$ cat src/rtl/stroke_rasterizer_if.sv
// Pixel write port from the stroke rasterizer to the frame buffer.
// Valid/ready handshake carrying one clipped pixel per transfer.
interface stroke_rasterizer_if #(
  parameter int COLOR_W = 4
);
  logic               wr_valid_out;
  logic               wr_ready_in;
  logic [9:0]         wr_x_out;
  logic [8:0]         wr_y_out;
  logic [COLOR_W-1:0] wr_color_out;

  modport master (
    output wr_valid_out, wr_x_out, wr_y_out, wr_color_out,
    input  wr_ready_in
  );

  modport slave (
    input  wr_valid_out, wr_x_out, wr_y_out, wr_color_out,
    output wr_ready_in
  );
endinterface

$ cat src/rtl/stroke_rasterizer.sv
// Per-frame stroke rasterizer: Bresenham line from the previous cursor sample
// to the current one, stamping a clipped square brush at every line point.
module stroke_rasterizer #(
  parameter int H_MAX   = 320,
  parameter int V_MAX   = 180,
  parameter int COLOR_W = 4
) (
  input  logic               clk_in,
  input  logic               rst_in,
  input  logic [9:0]         x_in,
  input  logic [8:0]         y_in,
  input  logic [COLOR_W-1:0] color_in,
  input  logic [2:0]         sw_in,
  input  logic               pen_down_in,
  input  logic               nf_in,
  stroke_rasterizer_if.master wr,
  output logic               busy_out
);
  typedef enum logic [1:0] {IDLE, SETUP, STAMP, STEP} state_t;
  typedef logic signed [11:0] coord_t;

  state_t state, state_nxt;

  logic               nf_q, pen_q;
  logic [9:0]         x_s;
  logic [8:0]         y_s;
  logic [COLOR_W-1:0] color_s;
  logic [2:0]         sw_s;

  coord_t             x0, y0, x1, y1, dx, dy, sx, sy, err;
  logic [2:0]         sw_q, i_q, j_q;
  logic [COLOR_W-1:0] color_q;
  logic [9:0]         prev_x;
  logic [8:0]         prev_y;
  logic               prev_pen;

  coord_t r, cx, cy, e2, ddx, ddy, adx, ady;
  logic   in_range, take, last_pix, at_end, step_x, step_y;

  always_comb begin
    r        = coord_t'({10'd0, sw_q[2:1]});
    cx       = x0 - r + coord_t'({9'd0, i_q});
    cy       = y0 - r + coord_t'({9'd0, j_q});
    in_range = !cx[11] && !cy[11] && (cx < coord_t'(H_MAX)) && (cy < coord_t'(V_MAX));
    // Out-of-range candidates are skipped without waiting for the sink.
    take     = (state == STAMP) && (!in_range || wr.wr_ready_in);
    last_pix = (i_q == sw_q) && (j_q == sw_q);
    at_end   = (x0 == x1) && (y0 == y1);
    ddx      = x1 - x0;
    ddy      = y1 - y0;
    adx      = ddx[11] ? -ddx : ddx;
    ady      = ddy[11] ? -ddy : ddy;
    e2       = err <<< 1;
    step_x   = (e2 >= dy);
    step_y   = (e2 <= dx);
  end

  // The frame pulse and cursor are captured once; the FSM acts on the copy.
  always_ff @(posedge clk_in or negedge rst_in) begin
    if (!rst_in) begin
      nf_q    <= 1'b0;
      pen_q   <= 1'b0;
      x_s     <= '0;
      y_s     <= '0;
      color_s <= '0;
      sw_s    <= '0;
    end else begin
      nf_q <= nf_in && (state == IDLE);
      if (nf_in && (state == IDLE)) begin
        pen_q   <= pen_down_in;
        x_s     <= x_in;
        y_s     <= y_in;
        color_s <= color_in;
        sw_s    <= sw_in;
      end
    end
  end

  // NOTE: clocked state uses non-blocking assignments so every register
  // samples pre-edge values, independent of process ordering.
  always_ff @(posedge clk_in or negedge rst_in) begin
    if (!rst_in) state <= IDLE;
    else         state <= state_nxt;
  end

  // NOTE: defaulting state_nxt first keeps this comb block latch-free.
  always_comb begin
    state_nxt = state;
    case (state)
      IDLE:  if (nf_q && pen_q) state_nxt = SETUP;
      SETUP: state_nxt = STAMP;
      STAMP: if (take && last_pix) state_nxt = at_end ? IDLE : STEP;
      STEP:  state_nxt = STAMP;
      default: state_nxt = IDLE;
    endcase
  end

  always_comb begin
    wr.wr_valid_out = 1'b0;
    wr.wr_x_out     = '0;
    wr.wr_y_out     = '0;
    wr.wr_color_out = '0;
    busy_out        = (state != IDLE);
    if (state == STAMP && in_range) begin
      wr.wr_valid_out = 1'b1;
      wr.wr_x_out     = cx[9:0];
      wr.wr_y_out     = cy[8:0];
      wr.wr_color_out = color_q;
    end
  end

  always_ff @(posedge clk_in or negedge rst_in) begin
    if (!rst_in) begin
      x0 <= '0; y0 <= '0; x1 <= '0; y1 <= '0;
      dx <= '0; dy <= '0; sx <= '0; sy <= '0; err <= '0;
      sw_q <= '0; i_q <= '0; j_q <= '0; color_q <= '0;
      prev_x <= '0; prev_y <= '0; prev_pen <= 1'b0;
    end else begin
      case (state)
        IDLE: if (nf_q) begin
          if (pen_q) begin
            x1      <= coord_t'({2'b0, x_s});
            y1      <= coord_t'({3'b0, y_s});
            x0      <= coord_t'({2'b0, prev_pen ? prev_x : x_s});
            y0      <= coord_t'({3'b0, prev_pen ? prev_y : y_s});
            color_q <= color_s;
            sw_q    <= sw_s;
          end else begin
            prev_pen <= 1'b0;
          end
        end
        SETUP: begin
          dx  <= adx;
          dy  <= -ady;
          sx  <= (x0 < x1) ? coord_t'(1) : coord_t'(-1);
          sy  <= (y0 < y1) ? coord_t'(1) : coord_t'(-1);
          err <= adx - ady;
          i_q <= '0;
          j_q <= '0;
        end
        STAMP: if (take) begin
          if (i_q == sw_q) begin
            i_q <= '0;
            j_q <= j_q + 3'd1;
          end else begin
            i_q <= i_q + 3'd1;
          end
          if (last_pix && at_end) begin
            prev_x   <= x1[9:0];
            prev_y   <= y1[8:0];
            prev_pen <= 1'b1;
          end
        end
        STEP: begin
          // Both axis decisions use the error term from before this step.
          if (step_x) x0 <= x0 + sx;
          if (step_y) y0 <= y0 + sy;
          err <= err + (step_x ? dy : coord_t'(0)) + (step_y ? dx : coord_t'(0));
          i_q <= '0;
          j_q <= '0;
        end
        default: ;
      endcase
    end
  end
endmodule

$ cat src/flat_wrapper.sv
// flat-port wrapper written by rule: the top's interface ports become plain ports
module stroke_rasterizer_flat 
#(
  parameter int H_MAX   = 320,
  parameter int V_MAX   = 180,
  parameter int COLOR_W = 4
)
  (clk_in, rst_in, x_in, y_in, color_in, sw_in, pen_down_in, nf_in, busy_out, wr_wr_valid_out, wr_wr_x_out, wr_wr_y_out, wr_wr_color_out, wr_wr_ready_in);
  stroke_rasterizer_if #(.COLOR_W(COLOR_W)) wr_i ();
  input  logic clk_in;
  input  logic rst_in;
  input  logic [9:0] x_in;
  input  logic [8:0] y_in;
  input  logic [COLOR_W-1:0] color_in;
  input  logic [2:0] sw_in;
  input  logic pen_down_in;
  input  logic nf_in;
  output logic busy_out;
  output wire logic [$bits(wr_i.wr_valid_out)-1:0] wr_wr_valid_out;
  output wire logic [$bits(wr_i.wr_x_out)-1:0] wr_wr_x_out;
  output wire logic [$bits(wr_i.wr_y_out)-1:0] wr_wr_y_out;
  output wire logic [$bits(wr_i.wr_color_out)-1:0] wr_wr_color_out;
  input wire logic [$bits(wr_i.wr_ready_in)-1:0] wr_wr_ready_in;
  assign wr_wr_valid_out = wr_i.wr_valid_out;
  assign wr_wr_x_out = wr_i.wr_x_out;
  assign wr_wr_y_out = wr_i.wr_y_out;
  assign wr_wr_color_out = wr_i.wr_color_out;
  assign wr_i.wr_ready_in = wr_wr_ready_in;
  stroke_rasterizer #(.H_MAX(H_MAX), .V_MAX(V_MAX), .COLOR_W(COLOR_W)) u_core (.clk_in(clk_in), .rst_in(rst_in), .x_in(x_in), .y_in(y_in), .color_in(color_in), .sw_in(sw_in), .pen_down_in(pen_down_in), .nf_in(nf_in), .wr(wr_i), .busy_out(busy_out));
endmodule
$ cat config.mk
export PLATFORM = sky130hd
export DESIGN_NAME = stroke_rasterizer_flat
export DESIGN_NICKNAME = d
export VERILOG_FILES = /design/src/rtl/stroke_rasterizer_if.sv /design/src/rtl/stroke_rasterizer.sv /design/src/flat_wrapper.sv
export SDC_FILE = /design/constraint.sdc
export NUM_CORES = 1
export LEC_CHECK = 0
export CAP_MARGIN = 20
export CORE_MARGIN = 3
export CORE_UTILIZATION = 60
export DETAILED_ROUTE_END_ITERATION = 12
export DONT_BUFFER_PORTS = 1
export GPL_TIMING_DRIVEN = 0
export HOLD_SLACK_MARGIN = 0.12
export PLACE_DENSITY = 0.76
export SLEW_MARGIN = 20
export SYNTH_ARGS = -nofsm -noshare
export SYNTH_HDL_FRONTEND = slang
export SYNTH_SLANG_ARGS = --single-unit
$ cat constraint.sdc
create_clock -name clk_in -period 8.6 [get_ports clk_in]
set_input_delay 0.43 -clock clk_in [delete_from_list [all_inputs] [get_ports clk_in]]
set_output_delay 0.43 -clock clk_in [all_outputs]
set_load 0.01 [all_outputs]
Word level (Yosys, flattened, before mapping)

Index checks and enable logic that the tools add are counted.

Register bits: 166
Input port bits: 31
Output and inout bits: 25
Logic and storage cells: 128

Add/subtract/negate cells: 16
$lt $le $gt $ge: 6
Equality and inequality tests: 17
Mux-type cells: 36
Reductions and logical operators: 30

Operators by type and width:

| kind                   | count |
|---|---|
| $mux W12               | 12 |
| $pmux W12 S2           | 3 |
| $add A12 B12 Y12       | 4 |
| $neg A12 Y12           | 3 |
| $add A12 B4 Y12        | 2 |
| $sub A12 B3 Y12        | 2 |
| $mux W10               | 2 |
| $mux W9                | 2 |
| $eq A12 B10 Y1         | 1 |
| $eq A12 B11 Y1         | 1 |
| $ge A12 B12 Y1         | 1 |
| $le A12 B12 Y1         | 1 |
| $lt A12 B10 Y1         | 1 |
| $lt A12 B10 Y1 const B | 1 |
| $lt A12 B11 Y1         | 1 |
| $lt A12 B9 Y1 const B  | 1 |
| $mux W3                | 4 |
| $pmux W3 S2            | 2 |
| $sub A10 B12 Y12       | 1 |
| $sub A11 B12 Y12       | 1 |
| $sub A12 B12 Y12       | 1 |
| $logic_and A1 B1 Y1    | 11 |
| $ne A2 B1 Y1 const B   | 5 |
| $ne A2 B2 Y1 const B   | 5 |
| 18 further kinds       | 37 |

Longest topological paths before layout

Depth in word-level cells: 12
Gate-level depth with buffers: 23
Mapped depth without buffers: 22

Worst setup path after synthesis

OpenSTA, ideal clock, no wires.

Path kind: flip-flop to flip-flop
Start point: register u_core.x0[1]
End point: register u_core.err[10]
Library setup time: 0.123 ns
Arrival: 4.314 ns
Data required time: 8.477 ns
Path slack: 4.163 ns
Cell stages (with the launch flop): 20
Buffers on the path: 1
Clock period less this slack: 4.437 ns
Cell sequence: dfrtp_1 -> inv_1 -> ha_1 -> nor2b_1 -> o2111ai_1 -> nand4_1 -> a32oi_1 -> xnor2_1 -> clkbuf_1 -> o21ai_0 -> fa_1 -> a21o_1 -> a21oi_1 -> o211ai_1 -> and2_1 -> o21ai_0 -> nand2b_1 -> a31oi_1 -> xnor3_1 -> o221a_1

Longest elaborated chain between the ends: 5

Ends and longest elaborated chain:

| element                | RTL line                 | source |
|---|---|---|
| start, declared        | stroke_rasterizer.sv:30  | `coord_t x0, y0, x1, y1, dx, dy, sx, sy, err;` |
| start signal, assigned | stroke_rasterizer.sv:124 | `x0 <= coord_t'({2'b0, prev_pen ? prev_x : x_s});` |
| start signal, assigned | stroke_rasterizer.sv:156 | `if (step_x) x0 <= x0 + sx;` |
| $sub A11 B12 Y12 (*)   | stroke_rasterizer.sv:49  | `ddx = x1 - x0;` |
| $neg A12 Y12           | stroke_rasterizer.sv:51  | `adx = ddx[11] ? -ddx : ddx;` |
| $mux W12 (*)           | stroke_rasterizer.sv:51  |  |
| via u_core.adx[1]      | stroke_rasterizer.sv:37  | `coord_t r, cx, cy, e2, ddx, ddy, adx, ady;` |
| $sub A12 B12 Y12 (*)   | stroke_rasterizer.sv:137 | `err <= adx - ady;` |
| $pmux W12 S2 (*)       | stroke_rasterizer.sv:119 | `case (state)` |
| end signal, assigned   | stroke_rasterizer.sv:137 |  |
| end signal, assigned   | stroke_rasterizer.sv:158 | `err <= err + (step_x ? dy : coord_t'(0)) + (step_y ? dx : coord_t'(0));` |
| end, declared          | stroke_rasterizer.sv:30  |  |

The timed path passes the listed nets; every way through them passes the cells marked *.
A chain may end at the register's enable or synchronous reset.

Worst setup path in the final report

Start point: register u_core.err[0]
End point: register u_core.err[10]

Longest elaborated chain between the ends: 5
Elaborated cells between the ends (all ways): 7

Ends and longest elaborated chain:

| element              | RTL line                 | source |
|---|---|---|
| $ge A12 B12 Y1       | stroke_rasterizer.sv:54  | `step_x = (e2 >= dy);` |
| $mux W12             | stroke_rasterizer.sv:158 |  |
| $add A12 B12 Y12     | stroke_rasterizer.sv:158 |  |
| $add A12 B12 Y12 (*) | stroke_rasterizer.sv:158 |  |
| $pmux W12 S2 (*)     | stroke_rasterizer.sv:119 |  |

Mark *: on every way between the ends. The rest lies on a longest branch, timed or not.

==> impl_metrics.tcl <==
set metrics [dict create \
    start_util 0.613 \
    synth_top_area_frac 0.301 \
    min_delay_path_depth 1 \
    grt_pass1_vias 10200 \
    final_cell_mix "nand2_1, dfrtp_1, inv_1" \
    cts_buffers 17 \
    nNetsFinal 1570 \
    drtIter0Drc 826 \
    port_buffers 0 \
    rsz0062_at_grt "false" \
    path_cells "ha_1 > nor2b_1 > o21a_1 > o21a_1 > o211ai_1 > a41oi_1 > clkbuf_1 > nand2_1 > fa_1 > inv_1 > ha_1 > a21o_1 > a21oi_1 > nand2b_1 > a21oi_1 > o41ai_1 > o21ai_0 > and3_1 > o211ai_1 > o221a_1" \
    synth.area.top_cells "dfrtp_1, ha_1, nand2_1" \
    n_antenna_cell 0 \
    vias 10100 \
    synth_ff_type "dfrtp_1" \
    ys_types 88 \
    die_w_um 147 \
    synth-seq-cells 144 \
    drcViolationCount 0 \
    slew_headroom 0.387 \
    synth_cells 1381 \
    ant_nets 0 \
    synth_edf_count 0 \
    clk_pin_slew_ns 0.07 \
    cpPeakStageDelay_ns 0.74 \
    finalHoldViolCount 0 \
    fin_worst_skew_ns 0.0198 \
    cp_data_required_time_ns 8.96 \
    min_period_ns 5.35 \
    grt-ovfl-total 0 \
    hpwl_um 24700 \
    cts_resized 0 \
    maxSlewViolCount 0 \
    crit_slowest_cell "a41oi_1" \
    drive_gt1_frac 0.0763 \
    layout_commonest_cell "nand2_1" \
    timing.critical_path.buf_inv 2 \
    setup-violations-final 0 \
    vias_per_cell 6.03 \
    ys_seq_area_frac 0.301 \
    htree_num_levels 4 \
    crit_type "reg2reg" \
    multi_input_area_um2 7660 \
    ys_async_sr_fraction 1.00 \
    path_depth 20 \
    cts_tree "yes" \
    cts_num_sinks 144 \
    area_delta_synth_final_pct 7.90 \
    end_kind "register" \
    min_path_type "in2reg" \
    maxClockFrequency_mhz 187 \
    die_area_um2 21700 \
    post-route-util 0.661 \
    seq_area_um2 3600 \
    worst_skew_pair.late_latency_ns 0.43 \
    routabilityCongestion 0.992 \
    min_period_over_period 0.622 \
    rr_worst_depth 20 \
    synth_top_cell_by_area "dfrtp_1" \
    grt_pass1_wl_um 52200 \
    wire_per_inst_um 19.0 \
    core-area_um2 19500 \
    critPathArrivalTime_ns 5.71 \
    run_status "complete, no violations" \
    grt_max_degree 145 \
    root_buffer "clkbuf_16" \
    syn_area_um2 12000 \
    worstMarginPinSlew_ns 0.919 \
    cp-start-kind "register" \
    cts_max_path_buffers 2 \
    die_h_um 147 \
    drt_wl_total_um 31900 \
    ios 56 \
    final.setup.tns_ns 0 \
    crit_family "compound AO/OA/AOI/OAI gates" \
    maxCapViolCount 0 \
    crit_fanout 10 \
    placementRows 51 \
    dr.pass1.iters 5 \
    n_fill_cell 1679 \
    grt.total_usage 0.300 \
    syn_area_per_cell_um2 8.67 \
    antenna_found_initial 0 \
    yosys_warnings 0 \
]
[what timing repair did]
item,CTS,global route
hold endpoints to repair,144,0
hold buffers,2,0
setup buffers,0,0
[final timing paths]
check,end,slack [ns],startpoint
max,u_core.err[10],3.25,u_core.err[0]
min,u_core.y_s[6],0.15,y_in[6]
max reg2reg,u_core.err[10],3.25,u_core.err[0]
min reg2reg,u_core.color_q[3],0.47,u_core.color_s[3]
max in group asynchronous,u_core.prev_x[7],7.30,rst_in
min in group asynchronous,u_core.err[8],0.56,rst_in
[worst register-to-register path: stages, from the launching register on]
cell and delay [ns]:
dfrtp_1 0.43, ha_1 0.29, nor2b_1 0.12, o21a_1 0.12, o21a_1 0.12, o211ai_1 0.11
a41oi_1 0.74, clkbuf_1 0.43, nand2_1 0.15, fa_1 0.55, inv_1 0.06, ha_1 0.29
a21o_1 0.19, a21oi_1 0.19, nand2b_1 0.14, a21oi_1 0.10, o41ai_1 0.43, o21ai_0 0.21
and3_1 0.21, o211ai_1 0.21, o221a_1 0.21
[layer usage]
metal	routed length [um]	global-route usage	vias to the layer above
met5	0	0	-
met4	1070	0.101	0
met3	1990	0.0648	68
met2	15100	0.495	318
met1	13800	0.394	4878
li1	-	-	4865
[through the flow]
| stage | std cells | hold slack (ns) | area, um2 | worst slack [ns] |
|---|---|---|---|---|
| floorplan | 1382 | 0.134 | 12000 | 4.16 |
| global placement | 1647 | 0.143 | 12300 | 3.31 |
| detailed placement | 1647 | 0.143 | 12300 | 3.26 |
| CTS | 1680 | 0.140 | 12900 | 3.23 |
| global route | 1680 | 0.136 | 12900 | 2.81 |
| finish | 1680 | 0.148 | 12900 | 3.25 |
[synthesized netlist by cell type (14+ instances only)]
master / instances
o21a_1: 17
xor2_1: 24
fa_1: 20
or3_1: 14
dfrtp_1: 144
inv_1: 133
clkbuf_1: 30
ha_1: 116
nor2_1: 83
o21ai_0: 82
nand2b_1: 14
nand4_1: 18
a21o_1: 18
nor3_1: 23
mux2_2: 33
nor2b_1: 23
xnor2_1: 49
a21oi_1: 74
and2_1: 20
mux2_1: 19
and3_1: 15
mux2i_1: 19
nand2_1: 189
nand3_1: 21
[cell families after synthesis]
kind of cell / Yosys count / share of synthesized area
AO/OA/AOI/OAI: 313 / 0.172
XOR/XNOR: 79 / 0.0630
adder cells (fa/ha/maj): 136 / 0.155
buffers and inverters: 177 / 0.0594
flip-flops: 144 / 0.301
multiplexers: 71 / 0.0648
other: 1 / 0.000313
AND/OR/NAND/NOR: 460 / 0.185
[sequential cells by signal, summed over array words and instances (netlist names), 10 cells and up]
signal and count:
u_core.prev_x 10, u_core.y0 12, u_core.err 11, u_core.dx 12, u_core.x0 12, u_core.dy 12
u_core.x1 10, u_core.x_s 10
[layout make-up]
cell class,instances,share of cell area
inverters,135,0.0392
repair buffers,2,0.00291
well taps,265,0.0257
flip-flops and latches,144,0.279
clock inverters,14,0.0114
clock buffers,17,0.0329
plain buffers,42,0.0158
multi-input cells,1061,0.593
Power is not shown: default switching activity piles up to over one toggle a cycle in this logic, so the estimate is an artifact.
